<file path="config.mk">
export PLATFORM = sky130hd
export DESIGN_NAME = ce_fold
export DESIGN_NICKNAME = d
export VERILOG_FILES = /design/src/rtl/ce_pkg.sv /design/src/rtl/ce_mac_tree.sv /design/src/rtl/ce_fold.sv
export SDC_FILE = /design/constraint.sdc
export NUM_CORES = 2
export LEC_CHECK = 0
export BUFFER_PORTS_ARGS = -buffer_cell sky130_fd_sc_hd__buf_2
export CORE_UTILIZATION = 55
export DETAILED_ROUTE_END_ITERATION = 10
export HOLD_SLACK_MARGIN = 0.15
export PLACE_DENSITY = 0.85
export SLEW_MARGIN = 20
export SYNTH_ARGS = -nofsm -noshare
export SYNTH_HDL_FRONTEND = slang
export SYNTH_HIERARCHICAL = 1
export SYNTH_SLANG_ARGS = --single-unit
</file>
<file path="constraint.sdc">
create_clock -name clk -period 25.5 [get_ports clk]
set_clock_uncertainty 0.15 [all_clocks]
set_input_delay 3.825 -clock clk [delete_from_list [all_inputs] [get_ports clk]]
set_output_delay 3.825 -clock clk [all_outputs]
set_load 0.02 [all_outputs]
</file>
<file path="src/rtl/ce_pkg.sv">
// ce_pkg: shared width and sequencing helpers for the channel-fold compute engine.
//   clog2     : ceiling log2 of a positive integer (0 for v <= 1).
//   beats     : input beats per output group, ceil(cl_in / lanes).
//   acc_width : accumulator width that holds a full group without overflow.
//   cnt_width : beat counter width (at least one bit).
//   beat_tag_t: per-beat sideband carried alongside the datapath pipeline.
package ce_pkg;

  function automatic int clog2(input int v);
    int r;
    r = 0;
    while ((1 << r) < v) r++;
    return r;
  endfunction

  function automatic int beats(input int cl_in, input int lanes);
    return (cl_in + lanes - 1) / lanes;
  endfunction

  // Product width plus enough growth bits for every product of the group,
  // plus one more so the signed bias can be folded in.
  function automatic int acc_width(input int n, input int m, input int cl_in, input int kernel);
    return n + m + clog2(cl_in * kernel * kernel) + 1;
  endfunction

  function automatic int cnt_width(input int num_beats);
    return (num_beats > 1) ? clog2(num_beats) : 1;
  endfunction

  typedef struct packed {
    logic valid;  // stage holds an accepted beat, not a bubble
    logic first;  // beat 0 of its group: accumulator is reloaded with bias
    logic last;   // final beat of its group: result goes to the output register
  } beat_tag_t;

endpackage

</file>
<file path="src/rtl/ce_mac_tree.sv">
// ce_mac_tree: multiplies every data/weight element of one beat and sums them.
//   clk  : clock
//   en   : pipeline advance; both stages hold when low
//   data : LANES*K*K signed N-bit elements, packed element 0 at the LSBs
//   w    : LANES*K*K signed M-bit weights, same packing as data
//   sum  : signed ACCW-bit beat sum, two register stages after the inputs
// Stage S1 registers the products, stage S2 registers the adder-tree sum.
module ce_mac_tree
  import ce_pkg::*;
#(
  parameter int LANES  = 4,
  parameter int KERNEL = 3,
  parameter int N      = 4,
  parameter int M      = 4,
  parameter int ACCW   = N + M + clog2(LANES * KERNEL * KERNEL) + 1
) (
  input  logic                             clk,
  input  logic                             en,
  input  logic [LANES*KERNEL*KERNEL*N-1:0] data,
  input  logic [LANES*KERNEL*KERNEL*M-1:0] w,
  output logic [ACCW-1:0]                  sum
);

  localparam int TERMS = LANES * KERNEL * KERNEL;
  localparam int PW    = N + M;

  logic signed [PW-1:0]   prod_c [TERMS];
  logic signed [PW-1:0]   prod_q [TERMS];
  logic signed [ACCW-1:0] tree_c;

  // Both operands are sign-extended to the full product width before the
  // multiply so the product is exact for every signed input pair.
  always_comb begin
    for (int i = 0; i < TERMS; i++) begin
      prod_c[i] = PW'($signed(data[i*N +: N])) * PW'($signed(w[i*M +: M]));
    end
  end

  // NOTE: pure datapath registers carry no reset; the tag bits that travel
  // with them in the parent are reset, so stale values here are never used.
  // NOTE: sequential state is always written with <= so every flop samples
  // the pre-edge values regardless of statement order.
  always_ff @(posedge clk) begin
    if (en) begin
      for (int i = 0; i < TERMS; i++) begin
        prod_q[i] <= prod_c[i];
      end
    end
  end

  // NOTE: every variable assigned in always_comb gets a default first so no
  // path can leave it unassigned and infer a latch.
  always_comb begin
    tree_c = '0;
    for (int i = 0; i < TERMS; i++) begin
      tree_c = tree_c + ACCW'(prod_q[i]);
    end
  end

  always_ff @(posedge clk) begin
    if (en) sum <= tree_c;
  end

endmodule

</file>
<file path="src/rtl/ce_fold.sv">
// ce_fold: folds CL_IN channel windows into one convolution output pixel,
// LANES channels per accepted beat, BEATS beats per output.
//   clk       : clock, rising edge
//   rst       : asynchronous active-low reset
//   in_valid  : a beat is offered on data/w/bias
//   in_ready  : beat accepted when in_valid && in_ready
//   data      : LANES windows of K*K signed N-bit values
//   w         : LANES windows of K*K signed M-bit weights
//   bias      : signed N+M bias, used on the first beat of a group
//   out_valid : d_out holds a result
//   out_ready : result consumed when out_valid && out_ready
//   d_out     : signed OW-bit result (shift, optional ReLU, saturate)
// Pipeline: S1 products, S2 beat sum (both in ce_mac_tree), S3 accumulate and
// output register. The whole pipeline stalls only while a result waits.
module ce_fold
  import ce_pkg::*;
#(
  parameter int CL_IN  = 14,
  parameter int KERNEL = 3,
  parameter int LANES  = 4,
  parameter int N      = 4,
  parameter int M      = 4,
  parameter int SR     = 2,
  parameter int RELU   = 1,
  parameter int OW     = 8
) (
  input  logic                             clk,
  input  logic                             rst,
  input  logic                             in_valid,
  output logic                             in_ready,
  input  logic [LANES*KERNEL*KERNEL*N-1:0] data,
  input  logic [LANES*KERNEL*KERNEL*M-1:0] w,
  input  logic [N+M-1:0]                   bias,
  output logic                             out_valid,
  input  logic                             out_ready,
  output logic [OW-1:0]                    d_out
);

  localparam int KK    = KERNEL * KERNEL;
  localparam int LW_N  = KK * N;
  localparam int LW_M  = KK * M;
  localparam int BEATS = beats(CL_IN, LANES);
  localparam int ACCW  = acc_width(N, M, CL_IN, KERNEL);
  localparam int CW    = cnt_width(BEATS);
  // Post-processing width: wide enough for both the accumulator and the
  // output range, with a spare bit so the clamp comparisons never wrap.
  localparam int XW    = ((ACCW > OW) ? ACCW : OW) + 1;

  localparam logic signed [XW-1:0] SAT_MAX = {{(XW-OW+1){1'b0}}, {(OW-1){1'b1}}};
  localparam logic signed [XW-1:0] SAT_MIN = {{(XW-OW+1){1'b1}}, {(OW-1){1'b0}}};

  logic                        en;
  logic                        accept;
  logic [CW-1:0]               beat_cnt;
  logic                        last_beat;
  logic [LANES-1:0]            lane_on;
  logic [LANES*LW_N-1:0]       data_m;
  logic [LANES*LW_M-1:0]       w_m;
  logic signed [ACCW-1:0]      beat_sum;
  logic signed [ACCW-1:0]      acc;
  logic signed [ACCW-1:0]      acc_next;
  beat_tag_t                   s1_tag;
  beat_tag_t                   s2_tag;
  logic [N+M-1:0]              s1_bias;
  logic [N+M-1:0]              s2_bias;

  // A waiting, unconsumed result freezes every stage; otherwise all advance.
  assign en        = !(out_valid && !out_ready);
  assign in_ready  = en;
  assign accept    = in_valid && en;
  assign last_beat = (beat_cnt == CW'(BEATS - 1));

  // Lanes past the last real channel only exist on the final beat; they are
  // zeroed at the input so whatever the source drives there cannot leak in.
  always_comb begin
    lane_on = '0;
    data_m  = '0;
    w_m     = '0;
    for (int l = 0; l < LANES; l++) begin
      lane_on[l] = (int'(beat_cnt) * LANES + l) < CL_IN;
      if (lane_on[l]) begin
        data_m[l*LW_N +: LW_N] = data[l*LW_N +: LW_N];
        w_m[l*LW_M +: LW_M]    = w[l*LW_M +: LW_M];
      end
    end
  end

  ce_mac_tree #(
    .LANES  (LANES),
    .KERNEL (KERNEL),
    .N      (N),
    .M      (M),
    .ACCW   (ACCW)
  ) u_mac_tree (
    .clk  (clk),
    .en   (en),
    .data (data_m),
    .w    (w_m),
    .sum  (beat_sum)
  );

  // Beat counter and the tags that follow each beat through S1/S2. A bubble
  // enters as an invalid tag, so it never moves the counter or the accumulator.
  always_ff @(posedge clk or negedge rst) begin
    if (!rst) begin
      beat_cnt <= '0;
      s1_tag   <= '0;
      s2_tag   <= '0;
    end else if (en) begin
      s1_tag <= '{valid: accept,
                  first: accept && (beat_cnt == '0),
                  last:  accept && last_beat};
      s2_tag <= s1_tag;
      if (accept) begin
        beat_cnt <= last_beat ? '0 : beat_cnt + CW'(1);
      end
    end
  end

  // Bias rides along with its beat; only the copy tagged first is consumed.
  always_ff @(posedge clk) begin
    if (en) begin
      s1_bias <= bias;
      s2_bias <= s1_bias;
    end
  end

  always_comb begin
    acc_next = acc + beat_sum;
    if (s2_tag.first) acc_next = ACCW'($signed(s2_bias)) + beat_sum;
  end

  // Floor shift, optional ReLU, then clamp to the signed OW range.
  function automatic logic [OW-1:0] post_proc(input logic signed [ACCW-1:0] v);
    logic signed [XW-1:0] x;
    x = XW'(v >>> SR);
    if ((RELU != 0) && (x < 0)) x = '0;
    if (x > SAT_MAX)      x = SAT_MAX;
    else if (x < SAT_MIN) x = SAT_MIN;
    return x[OW-1:0];
  endfunction

  always_ff @(posedge clk or negedge rst) begin
    if (!rst) begin
      acc <= '0;
    end else if (en && s2_tag.valid) begin
      acc <= acc_next;
    end
  end

  // When en is high and a result is showing, out_ready must be high, so the
  // old result is consumed this cycle; a new final beat simply replaces it.
  always_ff @(posedge clk or negedge rst) begin
    if (!rst) begin
      out_valid <= 1'b0;
      d_out     <= '0;
    end else if (en) begin
      if (s2_tag.valid && s2_tag.last) begin
        out_valid <= 1'b1;
        d_out     <= post_proc(acc_next);
      end else begin
        out_valid <= 1'b0;
      end
    end
  end

endmodule

</file>
-- Word level (Yosys, flattened, before mapping)
Memory sizes are Yosys's and may differ from the RTL's.
Index checks and enable logic that the tools add are counted.
- register bits after elaboration: 65
- RAM bits: 288
- input port bits: 300
- output and inout port bits: 10
- logic and storage cells: 128
- memories: 1
- memories (name ; depth ; width ; rd ports ; clocked after memory_dff ; write ports ; line ; source):
    u_mac_tree.prod_q ; 36 ; 8 ; 36 ; 0 ; 36 ; ce_mac_tree.sv:28 ; logic signed [PW-1:0] prod_q [TERMS];
- $add $sub $neg: 41
- $mul: 36
- $lt $le $gt $ge: 7
- eq/ne operators: 1
- multiplexer cells: 17
- bitwise gates (word level): 1
- reduce and logical (&&, ||, !) cells: 11
- operators with widths (cell ; number):
    16-bit by 8-bit adder with 16-bit output ; 33
    4-bit by 4-bit multiplier with 8-bit output ; 36
    36-bit 2-to-1 mux ; 8
    17-bit 2-to-1 mux ; 3
    17-bit by 8-bit > comparator with 1-bit output, second input constant ; 1
    17-bit by 8-bit < comparator with 1-bit output, second input constant ; 1
    16-bit adder ; 1
    8-bit by 16-bit adder with 16-bit output ; 1
    16-bit 2-to-1 mux ; 1
    8-bit 2-to-1 mux ; 2
    5-bit by 4-bit < comparator with 1-bit output, second input constant ; 3
    14-bit by 1-bit < comparator with 1-bit output, second input constant ; 1
    4-bit by 2-bit adder with 5-bit output, second input constant ; 2
    9-bit by 8-bit adder with 10-bit output ; 1
    8-bit by 8-bit adder with 9-bit output ; 1
    1-bit logical AND ; 6
    4-bit by 1-bit adder with 5-bit output, second input constant ; 1
    4-bit < comparator, second input constant ; 1
    2-bit AND reduction ; 2
    2-bit by 1-bit adder with 2-bit output, second input constant ; 1
    2-bit == test, second input constant ; 1
    1-bit zero test ; 2
    2-bit zero test ; 1
    1-bit 2-to-1 mux ; 2
    2 further kinds ; 2

-- Logic depth before layout (Yosys ltp)
An unclocked memory read counts as a cell.
- word-level depth: 36
- mapped depth: 22
- gate-level depth less buffers: 22

-- Modules after synthesis
Netlist, hierarchy kept.
- modules (own cells, without submodules) (module ; times used ; cells each ; area an instance (sq um) ; seq. area each (sq um)):
    ce_mac_tree ; 1 ; 3417 ; 37751.2 ; 9128.8
    ce_fold ; 1 ; 455 ; 3871.2 ; 1306.3

-- Least setup slack after synthesis
No wires, ideal clock.
- kind: input to output
- from: input port out_ready
- to: output port in_ready
- arrival: 12.946 ns
- required time: 21.525 ns
- setup slack: 8.579 ns
- stages on the path: 2
- buffers on the path: 1
- cell sequence: nand2b_1 -> clkbuf_1
- longest elaborated chain between the ends: 3
- ends and longest elaborated chain (what ; line ; source):
    from (decl) ; ce_fold.sv:35 ; input logic out_ready,
    1-bit zero test ; ce_fold.sv:68 ; assign en = !(out_valid && !out_ready);
    1-bit logical AND ; ce_fold.sv:68 ;
    1-bit zero test ; ce_fold.sv:68 ;
    to (decl) ; ce_fold.sv:30 ; output logic in_ready,
No other way between the ends.

-- Final worst setup path
Ends and elaborated chain as after synthesis.

==> reports/qor.yml <==
grt_pass1_wl_um: 141000
slew_headroom: 0.302
rows: 100
cts_setup_buffers: 0
port_buffers: 309
detail_route.iter0.violations: 1287
tritoncts: "done"
die_h_um: 277
crit_slowest_cell: "nand2b_4"
grt_max_degree: 171
worstSkewPairLatency_ps: 580
syn_nets: 5276
core_area_sq_mm: 0.0747
synth_warnings: 6
grt_pass1_vias: 28700
rsz0062_at_grt: "no"
clk_pin_slew_ps: 60
cts_root_buffer: "clkbuf_16"
crit_type: "in -> out"
cp_slowest_stage_delay_ps: 280
synth_area_leaders: "fa_1, edfxtp_1, ha_1"
hpwlAfterDp_um: 73100
cp-end-kind: "primary output"
grtUsageTotal: 0.234
place_ws_ps: 17070
dieArea_sq_mm: 0.0768
synthArstFlopShare: 0.0935
initial_core_util: 0.557
cp_data_required_time_ps: 21530
n_fill_cell: 5717
yosysMostFrequentCell: "inv_1"
viasPerCell: 5.12
reg2reg_setup_slack_ps: 18540
r2r-end: "u_mac_tree/sum[15]$_DFFE_PP_"
timing.final.crit_share: 0.330
min_period_ps: 8400
cp-start-kind: "input port"
path_common_cell: "buf_2"
ys_ff_latch: 353
die_w_um: 277
areaGrowthSynthToFinish_pct: 10.0
synth_top_area_frac: 0.301
yosys.area_share.simple: 0.105
drv_slew: 0
synth_top_family_by_area: "adder cells"
syn-cell-area_sq_mm: 0.0416
worst_pin_slew_ps: 1050
first_pass_iters: 5
yosys-top-cells-count: "inv_1, fa_1, ha_1, edfxtp_1, and2_1"
synth_compound_area_frac: 0.0467
synthAdderAreaFrac: 0.445
htreeDepth: 2
cts_max_path_buffers: 3
worst-path-max-fanout: 19
gr-total-overflow: 0
muxShareOfSynthArea: 0.00343
gp_congestion: 0.918
syn_inst: 3872
antenna_found_initial: 9
ys_types: 61
ant_nets: 0
hold_violations: 0
synth-seq-area-share: 0.251
drive_above_1_share: 0.0964
cts.sinks: 353
outcome: "finished clean"
synth_edf_count: 320
synth-xor-area-share: 0.0563
hold_class: "reg -> reg"
maxCapViolations: 0
ys.flop_type: "edfxtp_1"
cts_buffers: 43
ioPinCount: 310
cts_hold_buf: 0
cp_cell_sequence: "buf_2 -> nand2b_4 -> buf_2"
finalNetCount: 5606
crit-reg2reg-launch: "u_mac_tree/prod_q[14][2]$_DFFE_PP_"
whs_endpoint: "s2_bias[1]$_DFFE_PN_"
setup_viol: 0
worstHoldPathCells: 0
critPathArrivalTime_ps: 4430
synth_top_area_cell: "fa_1"
r2r_cells: 20
tns_ps: 0
routedWlPerCell_um: 16.6
post_cts_resize_count: 0
syn_area_per_cell_sq_um: 10.7
drc: 0
hold_start: "s1_bias[1]$_DFFE_PN_"
drt-total-wl_um: 86200
setup_slack_ps: 17100
dr_total_vias: 26700
fmax_ghz: 0.119
worst max-delay path by stage:
stage               startpoint        to  slack [ps]  cells after the start
detailed placement   out_ready  in_ready       17070                      3
floorplan            out_ready  in_ready        8580                      2
CTS                  out_ready  in_ready       17070                      3
global route         out_ready  in_ready       17040                      3
global placement     out_ready  in_ready       17080                      3
finish               out_ready  in_ready       17100                      3
worst max-delay path, delay by kind of cell:
kind | cells | cell delay, ps
buffers and inverters | 2 | 310
and+or+nand+nor | 1 | 280
cell type report:
type / count / area [sq um] / share of cell area
Multi-Input combinational cell: 2488 / 27300 / 0.597
Sequential cell: 353 / 10400 / 0.228
Inverter: 1003 / 3760 / 0.0822
Timing Repair Buffer: 313 / 1590 / 0.0347
Tap cell: 969 / 1210 / 0.0265
Clock buffer: 52 / 1170 / 0.0256
Clock inverter: 25 / 272 / 0.00593
Antenna cell: 7 / 17.5 / 0.000383
per-layer routing:
layer  wire [um]  GRT usage  vias to the layer above
met5          10          0                        -
met4        3010     0.0806                        2
met3        4090     0.0246                      163
met2       44300      0.418                      656
met1       34800      0.295                    13300
li1            -          -                    12600
placed cells by master, fill, tap and decap left out, drive strengths merged, types with 15 or more instances in the layout:
cell type / count
a21o: 79
a21oi: 93
and2: 258
buf: 313
clkbuf: 52
clkinv: 15
dfrtp: 33
edfxtp: 320
fa: 625
ha: 479
inv: 1006
nand2: 225
nand2b: 91
nor2: 38
nor2b: 147
o21ai: 73
xnor2: 228
xor2: 37
metrics by stage:
step           hold WS, ps  cell area, sq um  instances  utilization
3_5_place_dp           255             44300       5126        0.593
5_1_grt                274             45800       5210        0.613
2_1_floorplan          250             41600       3872            -
3_3_place_gp           254             44300       5126        0.593
6_report               266             45800       5210        0.613
4_1_cts                265             45800       5203        0.613
flip-flops by register name, indices dropped and copies added (netlist names):
name	flops
out_valid	1
s2_tag	3
u_mac_tree/sum	16
s1_tag	3
s1_bias	8
acc	16
s2_bias	8
d_out	8
u_mac_tree/prod_q	288
beat_cnt	2
logic make-up after synthesis:
| group | after synthesis |
|---|---|
| compound gates | 301 |
| simple gates | 804 |
| buf+inv | 1031 |
| xor+xnor | 266 |
| flops | 353 |
| mux | 13 |
| fa+ha+maj | 1104 |
Power is not shown: default switching activity piles up to over one toggle a cycle in this logic, so the estimate is an artifact.
